$ cat src/rtl/ctr_game_pkg.sv
// Shared encodings and constants for the counter game: who-won codes,
// step-select codes and the event limit that ends a game.
package ctr_game_pkg;

    localparam logic [1:0] WHO_NONE   = 2'b00;
    localparam logic [1:0] WHO_LOSER  = 2'b01;
    localparam logic [1:0] WHO_WINNER = 2'b10;

    localparam logic [1:0] CTRL_INC1 = 2'b00;
    localparam logic [1:0] CTRL_INC2 = 2'b01;
    localparam logic [1:0] CTRL_DEC1 = 2'b10;
    localparam logic [1:0] CTRL_DEC2 = 2'b11;

    localparam logic [3:0] GAME_LIMIT = 4'd15;

    // Event counter advance; the game ends at GAME_LIMIT so it never wraps.
    function automatic logic [3:0] count_add(input logic [3:0] count, input logic evt);
        return count + {3'b000, evt};
    endfunction

endpackage

$ cat src/rtl/ctr_game_score.sv
// Winner/loser event counters plus the gameover pulse and who-won code.
// Priority: reset > init (hold) > gameover clear > normal counting.
module ctr_game_score
    import ctr_game_pkg::*;
(
    input  logic       clock,
    input  logic       reset,
    input  logic       init,
    input  logic       win_evt,
    input  logic       lose_evt,
    output logic [3:0] winner_count,
    output logic [3:0] loser_count,
    output logic       gameover,
    output logic [1:0] who
);

    logic [3:0] winner_count_r;
    logic [3:0] loser_count_r;
    logic       gameover_r;
    logic [1:0] who_r;

    logic [3:0] winner_count_next_s;
    logic [3:0] loser_count_next_s;
    logic       gameover_next_s;
    logic [1:0] who_next_s;

    // Next counts and end-of-game decision for a normal cycle; loser takes precedence.
    always_comb begin
        winner_count_next_s = count_add(winner_count_r, win_evt);
        loser_count_next_s  = count_add(loser_count_r, lose_evt);
        gameover_next_s     = 1'b0;
        who_next_s          = WHO_NONE;
        if (loser_count_next_s == GAME_LIMIT) begin
            gameover_next_s = 1'b1;
            who_next_s      = WHO_LOSER;
        end else if (winner_count_next_s == GAME_LIMIT) begin
            gameover_next_s = 1'b1;
            who_next_s      = WHO_WINNER;
        end else begin
            gameover_next_s = 1'b0;
            who_next_s      = WHO_NONE;
        end
    end

    // Score state register; init freezes everything so a pending clear waits for init to drop.
    always_ff @(posedge clock) begin
        if (reset) begin
            winner_count_r <= 4'd0;
            loser_count_r  <= 4'd0;
            gameover_r     <= 1'b0;
            who_r          <= WHO_NONE;
        end else if (init) begin
            winner_count_r <= winner_count_r;
            loser_count_r  <= loser_count_r;
            gameover_r     <= gameover_r;
            who_r          <= who_r;
        end else if (gameover_r) begin
            winner_count_r <= 4'd0;
            loser_count_r  <= 4'd0;
            gameover_r     <= 1'b0;
            who_r          <= WHO_NONE;
        end else begin
            winner_count_r <= winner_count_next_s;
            loser_count_r  <= loser_count_next_s;
            gameover_r     <= gameover_next_s;
            who_r          <= who_next_s;
        end
    end

    assign winner_count = winner_count_r;
    assign loser_count  = loser_count_r;
    assign gameover     = gameover_r;
    assign who          = who_r;

endmodule

$ cat src/rtl/ctr_game.sv
// Counter game top: a modulo-2^N stepping counter whose wrap-end values
// raise winner/loser pulses that are tallied by ctr_game_score.
module ctr_game
    import ctr_game_pkg::*;
#(
    parameter int COUNTER_SIZE = 3
) (
    input  logic                    clock,
    input  logic                    reset,
    input  logic                    init,
    input  logic [COUNTER_SIZE-1:0] initial_value,
    input  logic [1:0]              control,
    output logic [COUNTER_SIZE-1:0] counter,
    output logic                    winner,
    output logic                    loser,
    output logic [3:0]              winner_count,
    output logic [3:0]              loser_count,
    output logic                    gameover,
    output logic [1:0]              who
);

    logic [COUNTER_SIZE-1:0] counter_r;
    logic                    winner_r;
    logic                    loser_r;
    logic [COUNTER_SIZE-1:0] counter_next_s;
    logic                    win_evt_s;
    logic                    lose_evt_s;
    logic                    gameover_s;

    // Events are judged on the value held before this cycle's step.
    assign win_evt_s  = (counter_r == {COUNTER_SIZE{1'b1}});
    assign lose_evt_s = (counter_r == {COUNTER_SIZE{1'b0}});

    // Step selection; arithmetic wraps naturally at the counter width.
    always_comb begin
        counter_next_s = counter_r;
        case (control)
            CTRL_INC1: counter_next_s = counter_r + COUNTER_SIZE'(1);
            CTRL_INC2: counter_next_s = counter_r + COUNTER_SIZE'(2);
            CTRL_DEC1: counter_next_s = counter_r - COUNTER_SIZE'(1);
            CTRL_DEC2: counter_next_s = counter_r - COUNTER_SIZE'(2);
            default:   counter_next_s = counter_r;
        endcase
    end

    // Counter and pulse registers; a gameover cycle resets the board instead of stepping.
    always_ff @(posedge clock) begin
        if (reset) begin
            counter_r <= {COUNTER_SIZE{1'b0}};
            winner_r  <= 1'b0;
            loser_r   <= 1'b0;
        end else if (init) begin
            counter_r <= initial_value;
            winner_r  <= 1'b0;
            loser_r   <= 1'b0;
        end else if (gameover_s) begin
            counter_r <= {COUNTER_SIZE{1'b0}};
            winner_r  <= 1'b0;
            loser_r   <= 1'b0;
        end else begin
            counter_r <= counter_next_s;
            winner_r  <= win_evt_s;
            loser_r   <= lose_evt_s;
        end
    end

    ctr_game_score u_score (
        .clock        (clock),
        .reset        (reset),
        .init         (init),
        .win_evt      (win_evt_s),
        .lose_evt     (lose_evt_s),
        .winner_count (winner_count),
        .loser_count  (loser_count),
        .gameover     (gameover_s),
        .who          (who)
    );

    assign counter  = counter_r;
    assign winner   = winner_r;
    assign loser    = loser_r;
    assign gameover = gameover_s;

endmodule

$ cat config.mk
export PLATFORM = sky130hd
export DESIGN_NAME = ctr_game
export DESIGN_NICKNAME = d
export VERILOG_FILES = /design/src/rtl/ctr_game_pkg.sv /design/src/rtl/ctr_game_score.sv /design/src/rtl/ctr_game.sv
export SDC_FILE = /design/constraint.sdc
export NUM_CORES = 1
export LEC_CHECK = 0
export ABC_AREA = 1
export BUFFER_PORTS_ARGS = -buffer_cell sky130_fd_sc_hd__buf_2
export CORE_MARGIN = 3
export CORE_UTILIZATION = 54
export CTS_CLUSTER_DIAMETER = 100
export DETAILED_ROUTE_END_ITERATION = 16
export PLACE_DENSITY = 0.81
export SLEW_MARGIN = 30
export SYNTH_ARGS = -nofsm -noshare
export SYNTH_HDL_FRONTEND = slang
export SYNTH_SLANG_ARGS = --single-unit
$ cat constraint.sdc
create_clock -name clock -period 4.3 [get_ports clock]
set_input_delay 0.215 -clock clock [delete_from_list [all_inputs] [get_ports clock]]
set_output_delay 0.215 -clock clock [all_outputs]
set_load 0.05 [all_outputs]
Word level (Yosys, flattened, before mapping)
Index checks and enable logic that the tools add are counted.
{"block": "word_totals", "reg_bits": 16, "in_bits": 8, "out_inout_bits": 16, "elab_cells": 33}
{"block": "classes", "add_sub_neg": 6, "eq_ne": 6, "muxes": 11, "reduce_logical": 3}
{"op": "$pmux W3 S4", "n": 1}
{"op": "$add A4 B1 Y4", "n": 2}
{"op": "$eq A4 B4 Y1 const B", "n": 2}
{"op": "$mux W4", "n": 2}
{"op": "$mux W2", "n": 3}
{"op": "$mux W3", "n": 2}
{"op": "$eq A2 B2 Y1 const B", "n": 2}
{"op": "$add A3 B1 Y3 const B", "n": 1}
{"op": "$add A3 B2 Y3 const B", "n": 1}
{"op": "$eq A3 B3 Y1 const B", "n": 1}
{"op": "$logic_not A3 Y1", "n": 1}
{"op": "$mux W1", "n": 3}
{"op": "$reduce_or A3 Y1", "n": 1}
{"op": "$sub A3 B1 Y3 const B", "n": 1}
{"op": "$sub A3 B2 Y3 const B", "n": 1}
{"op": "$eq A2 B1 Y1 const B", "n": 1}
{"op": "$logic_not A2 Y1", "n": 1}

Depth between registers and ports, before layout
{"block": "logic_depth", "word_depth": 6, "mapped_depth": 13, "ltp_nobuf": 13}

Cells and area by module
A second synthesis with hierarchy kept.
{"block": "unflattened", "cells_unflattened": 123, "area_unflattened_um2": 855.8}
{"module": "ctr_game_score", "n_inst": 1, "cells_per_inst": 80, "area_per_inst_um2": 559.3, "seq_area_each_um2": 220.2}
{"module": "ctr_game", "n_inst": 1, "cells_per_inst": 43, "area_per_inst_um2": 296.5, "seq_area_each_um2": 100.1}

Least setup slack after synthesis
OpenSTA, ideal clock, no wires.
{"block": "synth_timing", "path_type": "register to register", "startpoint": "reg counter_r[2], in the netlist counter[2]", "endpoint": "reg u_score.who_r[1], in the netlist u_score.who[1]", "setup_time_ns": 0.119, "t_arrival_ns": 1.802, "required_time_ns": 4.181, "path_slack_ns": 2.379, "stages_incl_launch_ff": 11, "n_path_buf": 0, "period_less_slack_ns": 1.921, "path_cell_list": "dfxtp_1 inv_1 nand2_1 nor2_1 ha_1 ha_1 nand2_1 nor2_2 nand2_1 nand3_2 a21oi_2"}
{"block": "synth_via", "word_cells_on_any_way": 9, "cone_classes": "2 x add/sub; 3 x eq/ne; 3 x mux; 1 x reduce/logical"}
{"item": "start, declared", "line_no": "ctr_game.sv:22", "rtl": "logic [COUNTER_SIZE-1:0] counter_r;"}
{"item": "start signal, assigned", "line_no": "ctr_game.sv:49", "rtl": "counter_r <= {COUNTER_SIZE{1'b0}};"}
{"item": "start signal, assigned", "line_no": "ctr_game.sv:53", "rtl": "counter_r <= initial_value;"}
{"item": "start signal, assigned", "line_no": "ctr_game.sv:57", "rtl": "counter_r <= {COUNTER_SIZE{1'b0}};"}
{"item": "$logic_not A3 Y1", "line_no": "ctr_game.sv:32", "rtl": "assign lose_evt_s = (counter_r == {COUNTER_SIZE{1'b0}});"}
{"item": "via lose_evt_s", "line_no": "ctr_game.sv:27", "rtl": "logic lose_evt_s;"}
{"item": "$add A4 B1 Y4", "line_no": "ctr_game_pkg.sv:18", "rtl": "return count + {3'b000, evt};"}
{"item": "$eq A4 B4 Y1", "line_no": "ctr_game_score.sv:33", "rtl": "if (loser_count_next_s == GAME_LIMIT) begin"}
{"item": "$mux W2", "line_no": "ctr_game_score.sv:33"}
{"item": "$mux W2", "line_no": "ctr_game_score.sv:57", "rtl": "end else if (gameover_r) begin"}
{"item": "end signal, assigned", "line_no": "ctr_game_score.sv:56", "rtl": "who_r <= who_r;"}
{"item": "end signal, assigned", "line_no": "ctr_game_score.sv:66", "rtl": "who_r <= who_next_s;"}
{"item": "end, declared", "line_no": "ctr_game_score.sv:20", "rtl": "logic [1:0] who_r;"}
The timed path passes the listed nets, and every way through them passes these cells.
A chain may end at the register's enable or synchronous reset.

Worst setup path after layout
{"block": "layout_timing", "startpoint": "reg counter_r[1], in the netlist counter[1]", "endpoint": "reg u_score.gameover_r, in the netlist u_score.gameover"}
{"block": "layout_via", "word_cells_on_any_way": 9, "cone_classes": "2 x add/sub; 3 x eq/ne; 3 x mux; 1 x reduce/logical"}
{"item": "$logic_not A3 Y1", "line_no": "ctr_game.sv:32"}
{"item": "via lose_evt_s", "line_no": "ctr_game.sv:27"}
{"item": "$add A4 B1 Y4", "line_no": "ctr_game_pkg.sv:18"}
{"item": "$eq A4 B4 Y1", "line_no": "ctr_game_score.sv:33"}
{"item": "$mux W1", "line_no": "ctr_game_score.sv:33"}
{"item": "$mux W1", "line_no": "ctr_game_score.sv:57"}
{"item": "end signal, assigned", "line_no": "ctr_game_score.sv:55", "rtl": "gameover_r <= gameover_r;"}
{"item": "end signal, assigned", "line_no": "ctr_game_score.sv:65", "rtl": "gameover_r <= gameover_next_s;"}
{"item": "end, declared", "line_no": "ctr_game_score.sv:19", "rtl": "logic gameover_r;"}
The timed path passes the listed nets, and every way through them passes these cells.

==> qor.csv <==
metric,value,unit
hp-class,input port to flip-flop,
synth_area,923,um2
fin_crit,1.74,ns
synthTopCellsByCount,"nand2_1 (36), dfxtp_1 (16), inv_1 (14), nand3_1 (14), a21oi_1 (8)",
clock_skew,0.000759,ns
grt_pass1_vias,775,
instances_no_fill,167,
fmax,575,MHz
end_kind,flip-flop,
ctsResizeCount,0,
num_rows,14,
synth_edf_count,0,
clkTransAtPathRegs,0.09,ns
dp_cells,164,
p_total,293,uW
cp.arrival,1.97,ns
synth.top_cell.area_share,34.7,%
fin_crit_sh,40.4,%
synth_seq_cells,16,
synth_ff_type,dfxtp_1,
yosysWarnings,0,
drt-vias-per-instance,5.32,
ys_async_sr_fraction,0,%
postSynthAreaPerCell,7.16,um2
cts-htree-levels,1,
dieHeight,47.4,um
groute.usage.overall,21.7,%
gp_congestion,0.884,
design.core.area,0.00156,mm2
dp.final_hpwl,1.51,mm
area_growth,13.7,%
postCtsSetupRepairBufs,0,
cap_violations,0,
cts_buffers,3,
drive_gt1_share,28.5,%
drt_first_pass_iters,4,
detail-route-antenna-nets,0,
antenna_found_initial,0,
cts_tree,yes,
drc_errors,0,
final_nets,166,
leakage,0.512,nW
required,4.54,ns
pre_cts_ws,2.59,ns
setup_violations,0,
ioPinCount,24,
worst_slew_pin_slew,0.325,ns
grt_max_degree,16,
vdd_ir_drop_max,0.167,mV
hold_viol,0,
status,"finished, final reports clean",
clk_path_buf_depth,2,
clk_latency,0.28,ns
grt.overflow.total,0,
antenna_cells,0,
yosysMostFrequentCell,nand2_1,
wl_per_cell,12.0,um
slew_viol_final,0,
synth_seq_area_share,34.7,%
startpoint_type,flip-flop,
worst-setup-path-type,flip-flop to flip-flop,
grt_pass1_wl,3.35,mm
drt-initial-drc-count,17,
dieArea,0.00224,mm2
setup_slack,2.56,ns
clock_sink_count,16,
cts-root-buf,clkbuf_4,
synth.net_count,142,
finalSetupTns,0,ns
placement.io_buffers,23,
postCtsHoldBufs,0,
synth.area.top_cells,"dfxtp_1 (35%), nand2_1 (15%), nand3_1 (7.6%)",
initial_utilization,59.2,%
vias,888,
synth_top_cell_by_area,dfxtp_1,
rsz0062_at_grt,no,
syn_inst,129,
synth_cell_types,23,
relSlewSlack,78.3,%
drt_wl_total,2.01,mm
cp_max_fo,5,
die_x,47.4,um
powerDensity,279,mW/mm2
[path summary, 6_finish.rpt]
kind / from / end / slack (ns) / depth (start not counted)
worst max-delay path: counter[1] / u_score.gameover / 2.56 / 11
worst min register to register: u_score.who[0] / u_score.who[0] / 0.48 / 2
worst max register to register: counter[1] / u_score.gameover / 2.56 / 11
worst min-delay path: initial_value[2] / counter[2] / 0.17 / 3
[registers in the layout, summed over array words and instances (netlist names)]
register              count
u_score.who               2
winner                    1
counter                   3
u_score.gameover          1
loser                     1
u_score.winner_count      4
u_score.loser_count       4
[routing by layer]
layer / vias to the layer above / track usage [%] / share of wire, %
met1: 400 / 27.8 / 44
li1: 456 / - / -
met4: 0 / 10.5 / 1.5
met3: 4 / 4.60 / 6.4
met2: 28 / 34.5 / 48
met5: - / 0 / 0
[report_power, final]
group	switching (mW)	internal (mW)	total (mW)
Combinational	0.0411	0.0162	0.0573
Clock	0.0453	0.0325	0.0778
Sequential	0.00488	0.153	0.158
Total	0.0913	0.201	0.293
[final cells by class]
class | count | area [um2]
Tap cell | 16 | 20.0
Sequential cell | 16 | 320
Timing Repair Buffer | 23 | 115
Clock buffer | 3 | 22.5
Multi-Input combinational cell | 92 | 508
Fill cell | 137 | 509
Inverter | 17 | 63.8
[placed cells by master (no fill, tap or decap), types with 2 or more instances in the layout]
master	synthesis	routed
nand2_1	36	36
buf_2	1	23
dfxtp_1	16	16
inv_1	14	14
nand3_1	14	14
a21oi_1	8	8
nor2_1	7	7
nand2_2	5	5
ha_1	4	4
inv_2	3	3
nor2_4	3	3
nand3_2	3	3
clkbuf_4	0	3
nor3_1	2	2
nand4_1	2	2
a21oi_2	2	2
[metrics by stage]
| step | area, um2 | hold WS, ns | utilization [%] |
|---|---|---|---|
| 2_1_floorplan | 923 | 0.362 | - |
| 3_3_place_gp | 1030 | 0.443 | 65.9 |
| 3_5_place_dp | 1030 | 0.459 | 65.9 |
| 4_1_cts | 1050 | 0.170 | 67.3 |
| 5_1_grt | 1050 | 0.167 | 67.3 |
| 6_report | 1050 | 0.172 | 67.3 |
[logic make-up (layout without fill, tap and decap cells)]
logic type	count (synthesis)	in the layout	synth area share, %
AND/OR/NAND/NOR	74	74	39.3
buffers and inverters	21	43	10.3
flip-flops	16	16	34.7
AO/OA/AOI/OAI	13	13	8.13
adder cells (fa/ha/maj)	5	5	7.59
[worst max-delay path, stage by stage, from the launching register on]
cell     delay, ns
dfxtp_1       0.44
inv_1         0.06
nand2_1       0.12
nor2_1        0.06
ha_1          0.22
ha_1          0.30
nand2_1       0.06
nor2_2        0.13
nand3_2       0.10
nand3_1       0.09
nand2_1       0.05
inv_1         0.05
No activity file was read; power rests on OpenSTA's default activity.
